### src/rtl/xf_vertex_sequencer.sv
// xf_vertex_sequencer
//   Streams model-space vertices through the matrix DSP position-transform
//   stage. Each accepted vertex gets one DSP start pulse, the sequencer waits
//   for the DSP result (bounded by a timeout), and captures the transformed
//   x,y,z into a small first-word-fall-through FIFO for the setup stage.
//   Only one vertex is in flight at a time.
//
// Ports
//   clk, reset                 clock, asynchronous active-high reset
//   cfg_address/write/
//   cfg_writedata              matrix lane writes (0-11), error clear (15)
//   cfg_waitrequest            stalls matrix writes while an operation runs
//   vtx_valid/ready/data       input vertex stream {x, y, z}
//   dsp_cycle, dsp_ready       DSP start pulse / result valid
//   dsp_input_vector           {x, y, z, 1.0f}
//   dsp_row_a/b/c              matrix rows, lane 0 in the top word
//   dsp_output_vector          DSP result, x,y,z in [127:32]
//   out_valid/ready/data       output FIFO head {x, y, z}
//   busy, err_timeout          operation in progress / sticky DSP timeout
module xf_vertex_sequencer #(
  parameter int unsigned OUT_DEPTH      = 4,
  parameter int unsigned TIMEOUT_CYCLES = 64
) (
  input  logic         clk,
  input  logic         reset,
  input  logic [3:0]   cfg_address,
  input  logic         cfg_write,
  input  logic [31:0]  cfg_writedata,
  output logic         cfg_waitrequest,
  input  logic         vtx_valid,
  output logic         vtx_ready,
  input  logic [95:0]  vtx_data,
  output logic         dsp_cycle,
  input  logic         dsp_ready,
  output logic [127:0] dsp_input_vector,
  output logic [127:0] dsp_row_a,
  output logic [127:0] dsp_row_b,
  output logic [127:0] dsp_row_c,
  input  logic [127:0] dsp_output_vector,
  output logic         out_valid,
  input  logic         out_ready,
  output logic [95:0]  out_data,
  output logic         busy,
  output logic         err_timeout
);

  localparam int unsigned PW = $clog2(OUT_DEPTH);
  localparam int unsigned CW = $clog2(TIMEOUT_CYCLES);
  localparam logic [31:0] ONE_F = 32'h3F800000;
  localparam logic [CW-1:0] LAST_WAIT = CW'(TIMEOUT_CYCLES - 1);

  typedef enum logic [1:0] {S_IDLE, S_ISSUE, S_WAIT, S_STORE} state_t;

  state_t state, state_nx;

  logic [31:0]   mat [12];
  logic [95:0]   in_reg;
  logic [CW-1:0] wait_cnt;

  logic [95:0]   fifo_mem [OUT_DEPTH];
  logic [PW-1:0] wr_ptr, rd_ptr;
  logic [PW:0]   count;

  logic cfg_hit, cfg_apply, fifo_full, push, pop, timeout_hit, accept;

  assign cfg_hit         = cfg_write && (cfg_address < 4'd12);
  assign cfg_waitrequest = cfg_hit && (state != S_IDLE);
  assign cfg_apply       = cfg_hit && (state == S_IDLE);

  assign fifo_full = (count == (PW + 1)'(OUT_DEPTH));
  assign out_valid = (count != '0);
  assign out_data  = fifo_mem[rd_ptr];
  assign pop       = out_ready && out_valid;
  assign accept    = vtx_valid && vtx_ready;

  assign busy             = (state != S_IDLE);
  assign dsp_input_vector = {in_reg, ONE_F};
  assign dsp_row_a        = {mat[0], mat[1], mat[2],  mat[3]};
  assign dsp_row_b        = {mat[4], mat[5], mat[6],  mat[7]};
  assign dsp_row_c        = {mat[8], mat[9], mat[10], mat[11]};

  always_ff @(posedge clk or posedge reset) begin
    if (reset) state <= S_IDLE;
    else       state <= state_nx;
  end

  always_comb begin
    state_nx    = state;
    dsp_cycle   = 1'b0;
    vtx_ready   = 1'b0;
    push        = 1'b0;
    timeout_hit = 1'b0;
    case (state)
      S_IDLE: begin
        // A matrix write landing this cycle blocks acceptance so the rows
        // seen by the DSP never change under a started operation.
        vtx_ready = !reset && !fifo_full && !cfg_apply;
        if (vtx_valid && vtx_ready) state_nx = S_ISSUE;
      end
      S_ISSUE: begin
        dsp_cycle = 1'b1;
        state_nx  = S_WAIT;
      end
      S_WAIT: begin
        // dsp_ready is still stale-high during the first WAIT cycle.
        if (wait_cnt != '0 && dsp_ready) begin
          state_nx = S_STORE;
        end else if (wait_cnt == LAST_WAIT) begin
          timeout_hit = 1'b1;
          state_nx    = S_IDLE;
        end
      end
      S_STORE: begin
        push     = 1'b1;
        state_nx = S_IDLE;
      end
      default: state_nx = S_IDLE;
    endcase
  end

  always_ff @(posedge clk or posedge reset) begin
    if (reset) begin
      in_reg   <= '0;
      wait_cnt <= '0;
    end else begin
      if (state == S_IDLE && accept) in_reg <= vtx_data;
      if (state == S_ISSUE)      wait_cnt <= '0;
      else if (state == S_WAIT)  wait_cnt <= wait_cnt + 1'b1;
    end
  end

  always_ff @(posedge clk or posedge reset) begin
    if (reset) begin
      for (int unsigned i = 0; i < 12; i++)
        mat[i] <= (i == 0 || i == 5 || i == 10) ? ONE_F : '0;
      err_timeout <= 1'b0;
    end else begin
      if (cfg_apply) mat[cfg_address] <= cfg_writedata;
      if (timeout_hit)                            err_timeout <= 1'b1;
      else if (cfg_write && cfg_address == 4'hF)  err_timeout <= 1'b0;
    end
  end

  always_ff @(posedge clk or posedge reset) begin
    if (reset) begin
      wr_ptr <= '0;
      rd_ptr <= '0;
      count  <= '0;
    end else begin
      if (push) wr_ptr <= wr_ptr + 1'b1;
      if (pop)  rd_ptr <= rd_ptr + 1'b1;
      case ({push, pop})
        2'b10:   count <= count + 1'b1;
        2'b01:   count <= count - 1'b1;
        default: count <= count;
      endcase
    end
  end

  always_ff @(posedge clk) begin
    if (push) fifo_mem[wr_ptr] <= dsp_output_vector[127:32];
  end

endmodule

### config.mk
export PLATFORM = sky130hd
export DESIGN_NAME = xf_vertex_sequencer
export DESIGN_NICKNAME = d
export VERILOG_FILES = /design/src/rtl/xf_vertex_sequencer.sv
export SDC_FILE = /design/constraint.sdc
export NUM_CORES = 1
export LEC_CHECK = 0
export CAP_MARGIN = 30
export CORE_AREA = 4 4 341 343
export DETAILED_ROUTE_END_ITERATION = 8
export DIE_AREA = 0 0 345 347
export DONT_BUFFER_PORTS = 1
export PLACE_DENSITY = 0.5
export SKIP_CTS_REPAIR_TIMING = 1
export SLEW_MARGIN = 20
export SYNTH_ARGS = -nofsm -noshare
export SYNTH_HDL_FRONTEND = slang
export SYNTH_SLANG_ARGS = --single-unit
### constraint.sdc
create_clock -name clk -period 16.46 [get_ports clk]
set_clock_uncertainty 0.2 [all_clocks]
set_input_delay 1.646 -clock clk [delete_from_list [all_inputs] [get_ports clk]]
set_output_delay 1.646 -clock clk [all_outputs]
set_load 0.02 [all_outputs]
==> flow_metrics.tcl, run 1 <==
set metrics [dict create \
    status "finished, final reports clean" \
    dp_slack_ns 11.31 \
    ant_nets 0 \
    slew_headroom_pct 38.6 \
    final_layout_size_suffix_gt1_share_pct 41.3 \
    drt-wirelength-per-cell_um 27.2 \
    largest_register_ffs 384 \
    cp.required_ns 14.61 \
    worst_setup_path_start_kind "register" \
    timing_worst_setup_path_type "reg2out" \
    floorplan.core_area_sq_mm 0.114 \
    syn-cell-area_sq_mm 0.0329 \
    ys_warn_count 0 \
    registers.top_by_ff_count "fifo_mem" \
    cts_inserted_buffers 92 \
    route.vias.total 15500 \
    synth_edf_count 384 \
    average_footprint_of_a_synthesized_cell_sq_um 19.4 \
    regToRegStartpoint "state[1]$_DFFE_PP0P_" \
    reg_clk_slew_reported_paths_ns 0.06 \
    synth.top_cell.area_share_pct 36.1 \
    setup.worst_path.end_class "primary output" \
    cts.sinks 880 \
    yosys_most_used_dff "dfrtp_1" \
    crit_path_start "rd_ptr[1]$_DFFE_PP0P_" \
    tritoncts "done" \
    synth.yosys.seq_area_share_pct 72.8 \
    hpwl_dp_um 61900 \
    gp_congestion 0.806 \
    capture_point_of_the_worst_reg_to_reg_path "in_reg[17]$_DFFE_PP0P_" \
    post-route-worst-setup-slack_ns 11.70 \
    layout.cells.non_filler 3307 \
    globalRoute.totalOverflow 0 \
    dieHeight_um 347 \
    timing.hold.worst_path_depth 1 \
    post-place-cells 3127 \
    post-layout-total-power_uw 7670 \
    clk_root_buffer_cell "clkbuf_16" \
    worst_hold_slack_ns 0.281 \
    min-delay-start "count[2]$_DFFE_PP0P_" \
    global_route_wire_length_before_repair_um 128000 \
    area.growth.synth_to_final_pct 14.5 \
    hold-path-endpoint "count[2]$_DFFE_PP0P_" \
    maxClockFrequency_ghz 0.210 \
    ys_async_sr_fraction_pct 56.4 \
    synth_seq_cells 880 \
    worstPathArrival_ns 2.91 \
    worst_r2r_path_depth 7 \
    worst-slew-pin-transition_ns 0.921 \
    timing.final.crit_share_pct 28.9 \
    sequential_cell_area_sq_mm 0.0240 \
    fillerInstances 10900 \
    yosys-top-cells-area "dfrtp_1, edfxtp_1, mux2_2" \
    timing.critical_path.slowest_stage_cell "dfrtp_4" \
    hold_class "reg2reg" \
    reg2reg_setup_slack_ns 12.72 \
    post_synthesis_cell_count 1697 \
    critPathMaxStageDelay_ns 0.96 \
    detail_route.wirelength_um 89900 \
    vias_in_the_first_global_route 16700 \
    finish.net_count 1990 \
    dr.first_iter.drc_count 796 \
    ir_drop_uv 113 \
    portBuffers 0 \
    chipWidth_um 345 \
    cts_max_level 3 \
    finalSetupViolations 0 \
    critical_path.cell_chain "buf_4 > mux4_2" \
    initial_standard_cell_utilization_of_the_core_pct 29.0 \
    multi_input_comb_area_sq_mm 0.00840 \
    drt_pass1_iterations 4 \
    hold_viol 0 \
    drv_cap 0 \
    grt_antenna_before_repair 19 \
    synth_area_leader_cell "dfrtp_1" \
    pin_count_of_the_biggest_net_entering_global_routing 174 \
    rows 124 \
    detail_route.vias_per_cell 4.67 \
    groute.usage.overall_pct 14.6 \
    slew_limit_fails 0 \
    leakage_uw 0.0148 \
    yosys.cell_types.count 41 \
    finalSetupTns_ns 0 \
    areal_power_density_over_the_cells_mw_per_mm2 203 \
    ctsLongestPathBuffers 3 \
    fp.dieArea_sq_mm 0.120 \
    period_needed_ns 4.76 \
    clock_insertion_delay_worst_skew_ns 0.64 \
    critical_path_peak_fanout 50 \
    boundaryPins 880 \
    rsz0062_at_grt "no" \
    route.detailed.drc 0 \
]
## cells by family (layout without fill, tap and decap cells)
logic type               Yosys count  after routing  synth area share [%]
adder cells (fa/ha/maj)           12             12                 0.479
buffers and inverters            151            215                  2.36
XOR/XNOR                           8              8                 0.213
AO/OA/AOI/OAI                     20             20                 0.384
other                              2             36                0.0228
AND/OR/NAND/NOR                   47             47                 0.786
flip-flops                       880            880                  72.8
multiplexers                     577            577                  23.0
## cells in the final DEF (no fill, tap or decap), types with 7 or more instances in the layout
cell type  Yosys  routed
dfrtp_1      475     473
ha_1          11      11
clkbuf_8       0      12
edfxtp_1     384     384
clkbuf_1      48      25
clkinv_2       0      18
clkinv_1       0       7
dfstp_2       21      21
mux2_1        51      51
clkbuf_16      0      92
conb_1         2      32
inv_1         14      13
mux2_2       429     429
nand2_1       13      11
mux4_2        96      96
o21ai_0        7       7
buf_4         33      23
## cell type report
| cell class | count | area share (%) |
|---|---|---|
| Tap cell | 1512 | 5.01 |
| Sequential cell | 880 | 63.5 |
| Clock buffer | 129 | 6.79 |
| Antenna cell | 4 | 0.0265 |
| Clock inverter | 44 | 1.43 |
| Multi-Input combinational cell | 696 | 22.3 |
| Timing Repair Buffer | 28 | 0.783 |
| Inverter | 14 | 0.159 |
## worst max-delay path: cells and delay by family (launching register included)
kind | cells | cell delay (ns)
mux | 1 | 0.52
flops | 1 | 0.96
buf+inv | 1 | 0.73
## report_power, final
group	switching, uW	total, uW	internal (uW)
Sequential	1260	4220	2960
Combinational	702	1370	668
Clock	879	2080	1200
## stage by stage
stage | area (sq um) | utilization [%]
floorplan | 33100 | -
global placement | 34500 | 30.4
detailed placement | 34500 | 30.4
CTS | 37600 | 33.1
global route | 37700 | 33.2
finish | 37700 | 33.2
## worst max path at each step
stage                                end  slack (ns)  cells after the start
3_3_place_gp   dsp_row_c[90]$_DFFE_PP0P_       11.46                      4
5_1_grt                     out_data[63]       11.51                      2
3_5_place_dp   dsp_row_c[87]$_DFFE_PP0P_       11.31                      4
4_1_cts                      out_data[4]       11.54                      2
6_report                    out_data[72]       11.70                      2
2_1_floorplan       count[0]$_DFFE_PP0P_        0.80                      1
## synthesized netlist by cell type, drive strengths merged (2+ instances only)
cell type and n:
edfxtp 384, nand4b 2, o31ai 2, nor2 9
clkbuf 48, mux2 480, dfrtp 475, or3 2
nand2b 5, nor3b 2, xnor2 3, nand2 13
nand3 2, a21oi 4, buf 89, and2 6
nor4 2, mux4 96, dfstp 21, xor2 5
inv 14, o21ai 7, a21boi 2, ha 11
conb 2
## metal layers
metal  vias to the layer above  global-route usage [%]  share of wire [%]
met5                         -                       0              0.032
met4                         4                    3.87                2.1
met3                       119                    8.90                 14
met2                       709                    22.5                 46
met1                      8298                    17.1                 38
li1                       6324                       -                  -
No activity file was read; power rests on OpenSTA's default activity.
==> run 2, diff against run 1 <==
Clock period 16.46 ns to 4 ns, I/O delays scaled along.
==> flow_metrics.tcl, run 2 (synthesis gave the netlist of run 1 again) <==
set metrics [dict create \
    internal_power_uw 20000 \
    total_net_switching_power_uw 11800 \
    ant_nets 0 \
    hpwl_dp_um 62600 \
    groute.usage.overall_pct 14.5 \
    chipWidth_um 345 \
    crit_path_start "state[1]$_DFFE_PP0P_" \
    registers.top_by_ff_count "fifo_mem" \
    post-layout-total-power_uw 31800 \
    status "finished, final reports clean" \
    tritoncts "done" \
    power.switching_fraction_pct 37.1 \
    rows 124 \
    finish.net_count 2236 \
    fp.dieArea_sq_mm 0.120 \
    pin_count_of_the_biggest_net_entering_global_routing 84 \
    drt-wirelength-per-cell_um 25.9 \
    post-route-worst-setup-slack_ns 0.805 \
    hold_viol 0 \
    hold_class "in2reg" \
    dp_slack_ns 0.910 \
    floorplan.core_area_sq_mm 0.114 \
    reg_clk_slew_reported_paths_ns 0.06 \
    drv_cap 0 \
    worst_r2r_path_depth 8 \
    route.detailed.drc 0 \
    pwr-share-seq_pct 54.5 \
    initial_standard_cell_utilization_of_the_core_pct 29.0 \
    capture_point_of_the_worst_reg_to_reg_path "in_reg[13]$_DFFE_PP0P_" \
    critPathCapture "vtx_ready" \
    largest_register_ffs 384 \
    period_needed_ns 3.20 \
    worstPathArrival_ns 2.60 \
    comb_power_share_pct 19.0 \
    leakage_uw 0.0158 \
    areal_power_density_over_the_cells_mw_per_mm2 789 \
    cts.sinks 880 \
    timing.final.crit_share_pct 79.9 \
    gp_congestion 0.777 \
    clock_insertion_delay_worst_skew_ns 0.65 \
    route.vias.total 16400 \
    slew_headroom_pct 47.2 \
    vias_in_the_first_global_route 16700 \
    globalRoute.totalOverflow 0 \
    cp.required_ns 3.40 \
    layout_common_cells "dfrtp_1, mux2_2, edfxtp_1" \
    timing_worst_setup_path_type "reg2out" \
    ir_drop_uv 507 \
    critical_path_peak_fanout 5 \
    maxClockFrequency_ghz 0.313 \
    area.growth.synth_to_final_pct 22.3 \
    worst_setup_path_start_kind "register" \
    fillerInstances 10700 \
    grt_antenna_before_repair 16 \
    portBuffers 0 \
    dieHeight_um 347 \
    setup.worst_path.end_class "primary output" \
    global_route_wire_length_before_repair_um 128000 \
    clk_root_buffer_cell "clkbuf_16" \
    ctsLongestPathBuffers 3 \
    cts_max_level 3 \
    worst-slew-pin-transition_ns 0.792 \
    finalSetupViolations 0 \
    detail_route.wirelength_um 92000 \
    cts_inserted_buffers 94 \
    reg2reg_setup_slack_ns 0.95 \
    drt_pass1_iterations 5 \
    final_layout_size_suffix_gt1_share_pct 37.0 \
    final_common_cell "dfrtp_1" \
    regToRegStartpoint "state[1]$_DFFE_PP0P_" \
    dr.first_iter.drc_count 791 \
    detail_route.vias_per_cell 4.62 \
    slew_limit_fails 0 \
    clock_power_share_pct 26.5 \
    boundaryPins 880 \
    rsz0062_at_grt "no" \
]
## run 2: routing by layer
| metal | routed length [um] | share of wire (%) | up-vias | GRT usage [%] |
|---|---|---|---|---|
| li1 | - | - | 6818 | - |
| met1 | 35800 | 39 | 8809 | 17.1 |
| met2 | 44200 | 48 | 691 | 23.2 |
| met3 | 10200 | 11 | 100 | 8.03 |
| met4 | 1780 | 1.9 | 6 | 3.84 |
| met5 | 40 | 0.043 | - | 0 |
## run 2: per-stage QoR
| step | cell area [sq um] | hold slack [ns] | cells | TNS, ns | util, % |
|---|---|---|---|---|---|
| finish | 40300 | 0.113 | 3558 | 0 | 35.5 |
| global placement | 34800 | 0.198 | 3141 | 0 | 30.7 |
| CTS | 37900 | -0.517 | 3315 | 0 | 33.4 |
| detailed placement | 34900 | 0.206 | 3142 | 0 | 30.7 |
| global route | 40300 | 0.0620 | 3551 | 0 | 35.5 |
| floorplan | 33100 | 0.247 | 1727 | -1603.14 | - |
## run 2: worst min path at each step
stage / from / end / slack (ns) / cells after the start
after global routing: vtx_valid / in_reg[26]$_DFFE_PP0P_ / 0.06 / 3
after global placement: reset / dsp_row_b[19]$_DFFE_PP0P_ / 0.20 / 1
after CTS: reset / dsp_row_b[19]$_DFFE_PP0P_ / -0.52 / 1
after detailed placement: reset / dsp_row_b[19]$_DFFE_PP0P_ / 0.21 / 1
final: vtx_valid / in_reg[26]$_DFFE_PP0P_ / 0.11 / 3
after floorplan: count[2]$_DFFE_PP0P_ / count[2]$_DFFE_PP0P_ / 0.25 / 1
## run 2: power by group through the flow
stage	clock network, uW	registers [uW]	logic [uW]
after floorplan	0	16300	4820
after CTS	8710	17400	5890
after detailed placement	0	17500	5890
final	8430	17300	6040
after global routing	9120	17700	6540
after global placement	0	17500	5660
## run 2: final cells by class
| cell class | instances | area (sq um) | area share [%] |
|---|---|---|---|
| antenna | 11 | 27.5 | 0.0683 |
| clock buffer | 143 | 2750 | 6.82 |
| clock inverter | 30 | 323 | 0.801 |
| inverter | 14 | 56.3 | 0.140 |
| multi-input combinational | 696 | 8390 | 20.8 |
| sequential | 880 | 24000 | 59.5 |
| tap | 1512 | 1890 | 4.70 |
| timing repair buffer | 272 | 2870 | 7.12 |
## run 2: worst max-delay path, cell delays in order, from the launching register on
cell and delay (ns):
dfrtp_1 0.40, inv_1 0.14, ha_1 0.29, inv_1 0.28
nor4_2 0.57, buf_4 0.27
